$ cat config.mk
export PLATFORM = sky130hd
export DESIGN_NAME = mirfak_wb_stage
export DESIGN_NICKNAME = d
export VERILOG_FILES = /design/src/rtl/mirfak_wb_stage_pkg.sv /design/src/rtl/mirfak_wb_stage_lsu.sv /design/src/rtl/mirfak_wb_stage.sv
export VERILOG_INCLUDE_DIRS = /design/src /design/src/rtl
export SDC_FILE = /design/constraint.sdc
export NUM_CORES = 1
export LEC_CHECK = 0
export ABC_AREA = 1
export CAP_MARGIN = 20
export CORE_AREA = 10 10 142 144
export DETAILED_ROUTE_END_ITERATION = 6
export DIE_AREA = 0 0 152 154
export PLACE_DENSITY_LB_ADDON = 0.15
export SYNTH_ARGS = -nofsm -noshare
export SYNTH_HDL_FRONTEND = slang
export SYNTH_SLANG_ARGS = --single-unit
$ cat constraint.sdc
create_clock -name clk_i -period 5.7 [get_ports clk_i]
set_clock_uncertainty 0.15 [all_clocks]
set_input_delay 1.14 -clock clk_i [delete_from_list [all_inputs] [get_ports clk_i]]
set_output_delay 1.14 -clock clk_i [all_outputs]
set_load 0.02 [all_outputs]
$ cat src/rtl/mirfak_defines.v
// Shared sizing, control-field layout, trap cause codes and LSU state
// encodings for the Mirfak writeback stage.
`ifndef MIRFAK_DEFINES_V
`define MIRFAK_DEFINES_V

`define CTRL_SZ             4
`define CTRL_MEM_EN         0
`define CTRL_MEM_RW         1
`define CTRL_RF_WE          2
`define CTRL_SEL_PC4        3

`define XCAUSE_LD_MISALIGN  4'd4
`define XCAUSE_LD_FAULT     4'd5
`define XCAUSE_ST_MISALIGN  4'd6
`define XCAUSE_ST_FAULT     4'd7

`define LSU_ST_IDLE         2'd0
`define LSU_ST_ACCESS       2'd1
`define LSU_ST_DONE         2'd2

`endif

$ cat src/rtl/mirfak_wb_stage_pkg.sv
// Mirfak writeback stage package: typed views of the shared defines plus
// the byte-lane helpers used by the LSU.
`include "mirfak_defines.v"

package mirfak_wb_stage_pkg;

    localparam int unsigned CTRL_SZ          = `CTRL_SZ;
    localparam int unsigned CTRL_MEM_EN_BIT  = `CTRL_MEM_EN;
    localparam int unsigned CTRL_MEM_RW_BIT  = `CTRL_MEM_RW;
    localparam int unsigned CTRL_RF_WE_BIT   = `CTRL_RF_WE;
    localparam int unsigned CTRL_SEL_PC4_BIT = `CTRL_SEL_PC4;

    localparam logic [3:0] XC_LD_MISALIGN = `XCAUSE_LD_MISALIGN;
    localparam logic [3:0] XC_LD_FAULT    = `XCAUSE_LD_FAULT;
    localparam logic [3:0] XC_ST_MISALIGN = `XCAUSE_ST_MISALIGN;
    localparam logic [3:0] XC_ST_FAULT    = `XCAUSE_ST_FAULT;

    typedef enum logic [1:0] {
        MEM_BYTE = 2'b00,
        MEM_HALF = 2'b01,
        MEM_WORD = 2'b10
    } mem_size_e;

    // instruction[13:12]; the unused 11 encoding is treated as a word access
    function automatic mem_size_e decode_size(input logic [1:0] f);
        case (f)
            2'b00:   return MEM_BYTE;
            2'b01:   return MEM_HALF;
            default: return MEM_WORD;
        endcase
    endfunction

    function automatic logic [3:0] lane_sel(input mem_size_e sz, input logic [1:0] a);
        case (sz)
            MEM_BYTE: return 4'b0001 << a;
            MEM_HALF: return 4'b0011 << {a[1], 1'b0};
            default:  return 4'b1111;
        endcase
    endfunction

    function automatic logic [31:0] store_lanes(input mem_size_e sz, input logic [31:0] d);
        case (sz)
            MEM_BYTE: return {4{d[7:0]}};
            MEM_HALF: return {2{d[15:0]}};
            default:  return d;
        endcase
    endfunction

    function automatic logic misaligned(input mem_size_e sz, input logic [1:0] a);
        case (sz)
            MEM_BYTE: return 1'b0;
            MEM_HALF: return a[0];
            default:  return |a;
        endcase
    endfunction

    // Low address bits with the sub-width part cleared
    function automatic logic [1:0] align_low(input mem_size_e sz, input logic [1:0] a);
        case (sz)
            MEM_BYTE: return a;
            MEM_HALF: return {a[1], 1'b0};
            default:  return 2'b00;
        endcase
    endfunction

endpackage

$ cat src/rtl/mirfak_wb_stage_lsu.sv
// Mirfak LSU: data-bus FSM, byte-lane generation and load formatting.
// MIRFAK_MISALIGN_XCPT_EN: flag misaligned accesses instead of aligning them.
`include "mirfak_defines.v"

module mirfak_lsu
    import mirfak_wb_stage_pkg::*;
(
    input  logic        clk_i,
    input  logic        rst_i,
    input  logic        mem_op,
    input  logic        store,
    input  logic [2:0]  funct3,
    input  logic [31:0] addr,
    input  logic [31:0] wdata,
    output logic [31:0] bus_addr,
    output logic [31:0] bus_wdata,
    output logic [3:0]  bus_sel,
    output logic        bus_cyc,
    output logic        bus_stb,
    output logic        bus_we,
    input  logic [31:0] bus_rdata,
    input  logic        bus_ack,
    input  logic        bus_err,
    output logic        busy,
    output logic        done,
    output logic        fault,
    output logic        misalign,
    output logic [31:0] load_data
);

    localparam logic [1:0] ST_IDLE   = `LSU_ST_IDLE;
    localparam logic [1:0] ST_ACCESS = `LSU_ST_ACCESS;
    localparam logic [1:0] ST_DONE   = `LSU_ST_DONE;

    logic [1:0]  state;
    mem_size_e   size;
    logic [1:0]  a_lo;
    logic        start;
    logic [31:0] rdata_q;
    logic        err_q;
    logic [31:0] shifted;

    assign size = decode_size(funct3[1:0]);

`ifdef MIRFAK_MISALIGN_XCPT_EN
    assign misalign = mem_op && misaligned(size, addr[1:0]);
    assign a_lo     = addr[1:0];
`else
    assign misalign = 1'b0;
    assign a_lo     = align_low(size, addr[1:0]);
`endif

    assign start = mem_op && !misalign;
    assign busy  = ((state == ST_IDLE) && start) || (state == ST_ACCESS);
    assign done  = (state == ST_DONE);
    assign fault = err_q;

    // Bus FSM; bus outputs are registered and only non-zero during ACCESS
    always_ff @(posedge clk_i) begin
        if (rst_i) begin
            state     <= ST_IDLE;
            bus_cyc   <= 1'b0;
            bus_stb   <= 1'b0;
            bus_we    <= 1'b0;
            bus_addr  <= '0;
            bus_wdata <= '0;
            bus_sel   <= '0;
            rdata_q   <= '0;
            err_q     <= 1'b0;
        end else begin
            case (state)
                ST_IDLE: begin
                    if (start) begin
                        state     <= ST_ACCESS;
                        bus_cyc   <= 1'b1;
                        bus_stb   <= 1'b1;
                        bus_we    <= store;
                        bus_addr  <= {addr[31:2], 2'b00};
                        bus_wdata <= store_lanes(size, wdata);
                        bus_sel   <= lane_sel(size, a_lo);
                        err_q     <= 1'b0;
                    end
                end
                ST_ACCESS: begin
                    if (bus_ack || bus_err) begin
                        state     <= ST_DONE;
                        bus_cyc   <= 1'b0;
                        bus_stb   <= 1'b0;
                        bus_we    <= 1'b0;
                        bus_addr  <= '0;
                        bus_wdata <= '0;
                        bus_sel   <= '0;
                        rdata_q   <= bus_rdata;
                        // err wins over a simultaneous ack
                        err_q     <= bus_err;
                    end
                end
                default: state <= ST_IDLE;
            endcase
        end
    end

    // Shift captured read data down to lane 0 and extend per funct3[2]
    always_comb begin
        shifted = rdata_q >> {a_lo, 3'b000};
        case (size)
            MEM_BYTE: load_data = funct3[2] ? {24'b0, shifted[7:0]}
                                            : {{24{shifted[7]}}, shifted[7:0]};
            MEM_HALF: load_data = funct3[2] ? {16'b0, shifted[15:0]}
                                            : {{16{shifted[15]}}, shifted[15:0]};
            default:  load_data = shifted;
        endcase
    end

endmodule

$ cat src/rtl/mirfak_wb_stage.sv
// Mirfak writeback stage: writeback mux, exception merge and retire, with
// memory accesses delegated to mirfak_lsu.
// MIRFAK_MISALIGN_XCPT_EN: enables load/store misalignment traps.
`include "mirfak_defines.v"

module mirfak_wb_stage
    import mirfak_wb_stage_pkg::*;
(
    input  logic                clk_i,
    input  logic                rst_i,
    input  logic [31:0]         wb_pc_i,
    input  logic [31:0]         wb_pc4_i,
    input  logic [31:0]         wb_instruction_i,
    input  logic                wb_ex_exception_i,
    input  logic [3:0]          wb_ex_xcause_i,
    input  logic [31:0]         wb_ex_mtval_i,
    input  logic                wb_bubble_i,
    input  logic [31:0]         wb_alu_result_i,
    input  logic [31:0]         wb_lsu_wdata_i,
    input  logic [`CTRL_SZ-1:0] wb_control_i,
    output logic [31:0]         dwbm_addr_o,
    output logic [31:0]         dwbm_dat_o,
    output logic [3:0]          dwbm_sel_o,
    output logic                dwbm_cyc_o,
    output logic                dwbm_stb_o,
    output logic                dwbm_we_o,
    input  logic [31:0]         dwbm_dat_i,
    input  logic                dwbm_ack_i,
    input  logic                dwbm_err_i,
    output logic                wb_rf_we_o,
    output logic [4:0]          wb_rf_waddr_o,
    output logic [31:0]         wb_rf_wdata_o,
    output logic                wb_exception_o,
    output logic [3:0]          wb_xcause_o,
    output logic [31:0]         wb_mtval_o,
    output logic                wb_retire_o,
    output logic                wb_busy_o
);

    logic        mem_op;
    logic        is_store;
    logic        is_load;
    logic        lsu_busy;
    logic        lsu_done;
    logic        lsu_fault;
    logic        lsu_misalign;
    logic [31:0] load_data;
    logic        xcpt;
    logic        unused_ok;

    assign mem_op   = wb_control_i[CTRL_MEM_EN_BIT] && !wb_bubble_i && !wb_ex_exception_i;
    assign is_store = wb_control_i[CTRL_MEM_RW_BIT];
    assign is_load  = mem_op && !is_store;

    // PC and non-operand instruction bits are not needed at this stage
    assign unused_ok = ^{wb_pc_i, wb_instruction_i[31:15], wb_instruction_i[6:0]};

    mirfak_lsu u_lsu (
        .clk_i     (clk_i),
        .rst_i     (rst_i),
        .mem_op    (mem_op),
        .store     (is_store),
        .funct3    (wb_instruction_i[14:12]),
        .addr      (wb_alu_result_i),
        .wdata     (wb_lsu_wdata_i),
        .bus_addr  (dwbm_addr_o),
        .bus_wdata (dwbm_dat_o),
        .bus_sel   (dwbm_sel_o),
        .bus_cyc   (dwbm_cyc_o),
        .bus_stb   (dwbm_stb_o),
        .bus_we    (dwbm_we_o),
        .bus_rdata (dwbm_dat_i),
        .bus_ack   (dwbm_ack_i),
        .bus_err   (dwbm_err_i),
        .busy      (lsu_busy),
        .done      (lsu_done),
        .fault     (lsu_fault),
        .misalign  (lsu_misalign),
        .load_data (load_data)
    );

    // Exception merge: upstream trap, then misalignment, then bus error in DONE
    always_comb begin
        xcpt        = 1'b0;
        wb_xcause_o = '0;
        wb_mtval_o  = '0;
        if (wb_ex_exception_i && !wb_bubble_i) begin
            xcpt        = 1'b1;
            wb_xcause_o = wb_ex_xcause_i;
            wb_mtval_o  = wb_ex_mtval_i;
        end else if (lsu_misalign) begin
            xcpt        = 1'b1;
            wb_xcause_o = is_store ? XC_ST_MISALIGN : XC_LD_MISALIGN;
            wb_mtval_o  = wb_alu_result_i;
        end else if (mem_op && lsu_done && lsu_fault) begin
            xcpt        = 1'b1;
            wb_xcause_o = is_store ? XC_ST_FAULT : XC_LD_FAULT;
            wb_mtval_o  = wb_alu_result_i;
        end
    end

    // Writeback data source select
    always_comb begin
        if (is_load)
            wb_rf_wdata_o = load_data;
        else if (wb_control_i[CTRL_SEL_PC4_BIT])
            wb_rf_wdata_o = wb_pc4_i;
        else
            wb_rf_wdata_o = wb_alu_result_i;
    end

    assign wb_rf_waddr_o  = wb_instruction_i[11:7];
    assign wb_exception_o = xcpt && !rst_i;
    assign wb_busy_o      = lsu_busy && !rst_i;
    assign wb_rf_we_o     = !rst_i && wb_control_i[CTRL_RF_WE_BIT] && (wb_rf_waddr_o != 5'd0)
                            && !wb_bubble_i && !xcpt && (!is_load || lsu_done);
    assign wb_retire_o    = !rst_i && !wb_bubble_i && !xcpt && (!mem_op || lsu_done);

endmodule
==> impl_metrics.env, run 1 <==
export IMPL_post_synth_top_area_cell="dfxtp_1"
export IMPL_max_freq_mhz=190
export IMPL_final_setup_tns_ns=0
export IMPL_synth_distinct_cells=34
export IMPL_cp_top_family="buffers and inverters"
export IMPL_synth_edf_count=0
export IMPL_clkTransAtPathRegs_ns=0.07
export IMPL_grt_max_degree=79
export IMPL_clk_latency_ns=0.35
export IMPL_synth_top_family_by_area="simple AND/OR/NAND/NOR gates"
export IMPL_p_leak_nw=3.80
export IMPL_postCtsHoldBufs=0
export IMPL_hp_class="flop to flop"
export IMPL_path_cells="clkdlybuf4s50_1 > nor2_2 > buf_4 > nand2_2 > nand2_1 > nand3_1 > nand2_2 > nand2_4 > nand3_1 > nand2_1 > inv_1 > clkdlybuf4s50_1"
export IMPL_dieHeight_um=154
export IMPL_period_share_pct=92.1
export IMPL_finalSetupViolCount=0
export IMPL_antenna_found_initial=2
export IMPL_muxShareOfSynthArea_pct=0
export IMPL_seq_area_frac_synth_pct=33.8
export IMPL_ys_top_cells_by_area="dfxtp_1 (34%), nand2_1 (19%), a21oi_1 (9.5%)"
export IMPL_maxSlewViolCount=0
export IMPL_wl_met1_mm=11.4
export IMPL_synth_top_area_share_pct=33.8
export IMPL_synth_compound_area_share_pct=22.3
export IMPL_cts_buffer_depth=2
export IMPL_core_area_um2=17200
export IMPL_crit_path_max_incr_delay_ns=0.64
export IMPL_crit_path_end_kind="primary output"
export IMPL_dr_max_layer_used="met5"
export IMPL_wl_met3_mm=1.94
export IMPL_synth_xor_area_share_pct=0
export IMPL_syn_avg_cell_area_um2=6.45
export IMPL_postCtsSetupBuffers=0
export IMPL_cts_htree_levels=3
export IMPL_cts_tree="built"
export IMPL_grt_pass1_vias=6791
export IMPL_drt_pass1_iter_count=5
export IMPL_via_count=7214
export IMPL_grt_pass1_wl_mm=41.1
export IMPL_start_util_pct=35.5
export IMPL_wl_met2_mm=14.1
export IMPL_yosysWarnings=0
export IMPL_overflow=0
export IMPL_port_buffers=327
export IMPL_wl_mm=27.7
export IMPL_syn_cell_area_um2=6090
export IMPL_drv_cap=0
export IMPL_area_growth_pct=57.4
export IMPL_power_density_nw_per_um2=199
export IMPL_ys_ff_latch=103
export IMPL_startpoint_type="input pin"
export IMPL_pin_count=386
export IMPL_relSlewSlack_pct=41.1
export IMPL_hpwl_mm=21.9
export IMPL_vias_per_cell=4.96
export IMPL_finalPower_w=0.00191
export IMPL_placementRows=48
export IMPL_cts_repair_resized=0
export IMPL_postRouteAntennaNets=0
export IMPL_peakVddDrop_mv=0.149
export IMPL_routedWlPerCell_um=19.1
export IMPL_tightest_slew_ns=0.884
export IMPL_design_final_nets=1462
export IMPL_syn_instance_count=944
export IMPL_yosysMostFrequentCell="nand2_1"
export IMPL_crit_type="input pin to primary output"
export IMPL_outcome="finished clean"
export IMPL_die_area_um2=23400
export IMPL_crit_slowest_cell="clkdlybuf4s50_1"
export IMPL_critPathArrivalTime_ns=3.96
export IMPL_worst_path_buf_inv=4
export IMPL_cts_buffers_inserted=9
export IMPL_synth_simple_area_share_pct=29.2
export IMPL_cts_root_buf="clkbuf_16"
export IMPL_timing_hold_ws_ns=0.311
export IMPL_cp_required_ns=4.41
export IMPL_dieWidth_um=152
export IMPL_grt_util_all_layers_pct=22.1
export IMPL_first_iter_violations=501
export IMPL_crit_fanout=24
export IMPL_synthAdderAreaFrac_pct=0
export IMPL_hold_viol_final=0
export IMPL_cts_sinks=103
export IMPL_drive_gt1_share_pct=5.53
export IMPL_rsz0062_at_grt="false"
export IMPL_period_needed_ns=5.25
export IMPL_ys_top_cells_by_count="nand2_1 (309), a21oi_1 (116), dfxtp_1 (103), inv_1 (103), o21ai_0 (64)"
export IMPL_drcViolationCount=0
export IMPL_gp_congestion=0.901
export IMPL_ys_flop_type="dfxtp_1"
export IMPL_async_reset_ff_share_pct=0
-- per-layer routing --
metal | track usage (%) | vias up
li1 | - | 3591
met1 | 26.2 | 3340
met2 | 39.2 | 261
met3 | 5.72 | 20
met4 | 4.31 | 2
met5 | 0 | -
-- placed cells by master (no fill, tap or decap), types with 4 or more instances in the layout --
| cell | count |
|---|---|
| nor2_1 | 40 |
| inv_2 | 6 |
| o211ai_1 | 23 |
| dfxtp_1 | 103 |
| a21oi_2 | 5 |
| nor2_4 | 4 |
| clkbuf_16 | 9 |
| clkdlybuf4s50_1 | 325 |
| inv_1 | 103 |
| nand3_1 | 37 |
| nand2_1 | 309 |
| o21ai_0 | 64 |
| a211oi_1 | 25 |
| buf_4 | 13 |
| a21oi_1 | 116 |
| o22ai_1 | 6 |
| nand3_2 | 14 |
-- path summary, 6_finish.rpt --
path	slack (ns)	start	endpoint	cells past startpoint
setup / recovery	0.45	wb_instruction_i[13]	wb_rf_wdata_o[17]	12
hold / removal	0.31	u_lsu.bus_sel[2]	u_lsu.bus_sel[2]	2
setup reg to reg	3.52	u_lsu.state[1]	u_lsu.bus_addr[3]	7
hold reg to reg	0.31	u_lsu.bus_sel[2]	u_lsu.bus_sel[2]	2
-- metrics by stage --
stage / area [um2] / cells / setup slack (ns) / utilization [%]
detailed placement: 9280 / 1438 / 0.483 / 54.0
CTS: 9590 / 1454 / 0.464 / 55.8
global route: 9590 / 1455 / 0.248 / 55.8
floorplan: 6100 / 945 / 2.10 / -
global placement: 9280 / 1438 / 0.511 / 54.0
finish: 9590 / 1455 / 0.448 / 55.8
-- registers in the layout (all words and copies together) (netlist names) --
signal and cells:
u_lsu.bus_addr 30, u_lsu.rdata_q 32, u_lsu.bus_wdata 32, u_lsu.state 2, u_lsu.fault 1, u_lsu.bus_we 1
u_lsu.bus_stb 1, u_lsu.bus_sel 4
-- worst register-to-register path: cells and delay by family, from the launching register on --
family / cells / cell delay, ns
simple gates: 4 / 1.06
flops: 1 / 0.35
compound gates: 1 / 0.13
buf+inv: 2 / 0.42
-- area by class of cell --
type | count | area [um2]
Sequential cell | 103 | 2060
Clock buffer | 11 | 243
Timing Repair Buffer | 340 | 3380
Fill cell | 1778 | 7590
Inverter | 110 | 413
Clock inverter | 5 | 63.8
Antenna cell | 1 | 2.50
Multi-Input combinational cell | 660 | 3150
Tap cell | 225 | 282
-- power by group --
part	switching, W	internal (W)
Combinational	0.000257	0.000248
Clock	0.000296	0.000358
Sequential	0.0000109	0.000740
-- cells by family after synthesis --
kind of cell / count (synthesis)
flip-flops: 103
buffers and inverters: 182
AO/OA/AOI/OAI: 242
AND/OR/NAND/NOR: 416
other: 1
Power figures use the tool's default switching activity.
==> run 2, diff against run 1 <==
--- a/config.mk
+++ b/config.mk
@@ -12,6 +12,7 @@
 export DETAILED_ROUTE_END_ITERATION = 6
 export DIE_AREA = 0 0 152 154
 export PLACE_DENSITY_LB_ADDON = 0.15
+export SLEW_MARGIN = 20
 export SYNTH_ARGS = -nofsm -noshare
 export SYNTH_HDL_FRONTEND = slang
 export SYNTH_SLANG_ARGS = --single-unit
==> constraint.sdc (replaced) <==
create_clock -name clk_i -period 5.7 [get_ports clk_i]
set_clock_uncertainty 0.15 [all_clocks]
set_input_delay 1.425 -clock clk_i [delete_from_list [all_inputs] [get_ports clk_i]]
set_output_delay 1.425 -clock clk_i [all_outputs]
set_load 0.02 [all_outputs]
==> impl_metrics.env, run 2 (synthesis gave the netlist of run 1 again) <==
export IMPL_peakVddDrop_mv=0.184
export IMPL_pin_count=386
export IMPL_drive_gt1_share_pct=5.92
export IMPL_cts_buffer_depth=2
export IMPL_placementRows=48
export IMPL_first_iter_violations=402
export IMPL_dieHeight_um=154
export IMPL_area_growth_pct=58.0
export IMPL_clk_latency_ns=0.35
export IMPL_cp_required_ns=4.12
export IMPL_grt_max_degree=85
export IMPL_drcViolationCount=0
export IMPL_core_area_um2=17200
export IMPL_register_area_um2=2060
export IMPL_final_setup_tns_ns=0
export IMPL_cts_buffers_inserted=9
export IMPL_crit_type="input pin to primary output"
export IMPL_finalSetupViolCount=0
export IMPL_mostFrequentLayoutCell="clkdlybuf4s50_1"
export IMPL_dieWidth_um=152
export IMPL_min_delay_start="u_lsu.bus_addr[11]"
export IMPL_power_density_nw_per_um2=202
export IMPL_crit_slowest_cell="clkdlybuf4s50_1"
export IMPL_antenna_cells=0
export IMPL_grt_pass1_vias=6790
export IMPL_drt_pass1_iter_count=5
export IMPL_multi_input_area_um2=3150
export IMPL_cts_tree="built"
export IMPL_start_util_pct=35.5
export IMPL_overflow=0
export IMPL_via_count=7115
export IMPL_relSlewSlack_pct=38.0
export IMPL_crit_fanout=24
export IMPL_clkTransAtPathRegs_ns=0.07
export IMPL_pwr_share_clk_pct=35.4
export IMPL_tightest_slew_ns=0.930
export IMPL_postCtsHoldBufs=0
export IMPL_crit_path_end_kind="primary output"
export IMPL_maxSlewViolCount=0
export IMPL_p_leak_nw=3.83
export IMPL_cts_root_buf="clkbuf_16"
export IMPL_timing_hold_ws_ns=0.312
export IMPL_critPathArrivalTime_ns=3.88
export IMPL_antenna_found_initial=0
export IMPL_startpoint_type="input pin"
export IMPL_die_area_um2=23400
export IMPL_pwr_share_seq_pct=38.6
export IMPL_power_internal_w=0.00139
export IMPL_period_needed_ns=5.46
export IMPL_reg2reg_from="u_lsu.state[1]"
export IMPL_gp_congestion=0.904
export IMPL_netSwitchingFraction_pct=28.8
export IMPL_max_freq_mhz=183
export IMPL_postCtsSetupBuffers=0
export IMPL_crit_start="wb_instruction_i[13]"
export IMPL_hpwl_mm=21.8
export IMPL_hold_viol_final=0
export IMPL_rsz0062_at_grt="false"
export IMPL_port_buffers=327
export IMPL_cts_repair_resized=0
export IMPL_n_fill_cell=1710
export IMPL_switchingPower_w=0.000560
export IMPL_grt_pass1_wl_mm=41.2
export IMPL_combPwrFrac_pct=26.0
export IMPL_outcome="finished clean"
export IMPL_mostFrequentLayoutCells="clkdlybuf4s50_1 (325), nand2_1 (309), a21oi_1 (116)"
export IMPL_period_share_pct=95.8
export IMPL_grt_util_all_layers_pct=22.1
export IMPL_cts_sinks=103
export IMPL_crit_path_max_incr_delay_ns=0.65
export IMPL_drv_cap=0
export IMPL_routedWlPerCell_um=18.8
export IMPL_vias_per_cell=4.88
export IMPL_wl_mm=27.5
export IMPL_design_final_nets=1468
export IMPL_hp_class="flop to flop"
export IMPL_cts_htree_levels=3
export IMPL_postRouteAntennaNets=0
export IMPL_reg_largest_list="u_lsu.bus_wdata: 32 flops, u_lsu.rdata_q: 32 flops, u_lsu.bus_addr: 30 flops"
export IMPL_path_cells="clkdlybuf4s50_1 > buf_4 > inv_2 > nand2_4 > inv_2 > nand3_1 > nand2_2 > nand2_4 > a21oi_1 > clkdlybuf4s50_1"
## run 2: changes by cell type in the layout (fill, tap and decap cells not counted), sizes merged
cell and delta:
buf +6, bufinv +1, clkbuf -1, clkinv -2, diode -1
## run 2: critical path: cells and delay by family
family	cells	cell delay (ns)
simple gates	4	0.56
buf+inv	5	1.60
compound gates	1	0.29
## run 2: layout make-up
type	count	share of cell area (%)
inverter	110	4.29
clock buffer	10	2.48
timing repair buffer	346	35.4
multi-input combinational	660	32.7
tap	225	2.92
clock inverter	4	0.806
sequential	103	21.4
## run 2: layer usage
layer / global-route usage, % / wire (um) / vias up
li1: - / - / 3610
met1: 26.6 / 11600 / 3239
met2: 38.5 / 13700 / 244
met3: 5.55 / 1790 / 22
met4: 4.95 / 357 / 0
met5: 0 / 0 / -
## run 2: power groups by stage
stage / combinational (W) / sequential [W] / clock [W]
floorplan: 0.000204 / 0.000787 / 0
global placement: 0.000506 / 0.000767 / 0
detailed placement: 0.000506 / 0.000767 / 0
CTS: 0.000509 / 0.000750 / 0.000701
global route: 0.000543 / 0.000753 / 0.000730
finish: 0.000505 / 0.000750 / 0.000689
## run 2: worst paths after layout
kind	to	slack [ns]	cells after the start
max	wb_rf_wdata_o[14]	0.24	10
min	u_lsu.bus_addr[11]	0.31	2
max reg2reg	u_lsu.bus_addr[13]	3.48	8
min reg2reg	u_lsu.bus_addr[11]	0.31	2
## run 2: through the flow
stage	std cells	utilization (%)	total power [W]	worst slack, ns	area, um2
finish	1458	56.1	0.00194	0.242	9630
global route	1458	56.1	0.00203	0.0923	9630
CTS	1458	56.1	0.00196	0.273	9630
detailed placement	1444	54.2	0.00127	0.277	9310
global placement	1444	54.2	0.00127	0.279	9310
floorplan	945	-	0.000992	1.53	6100
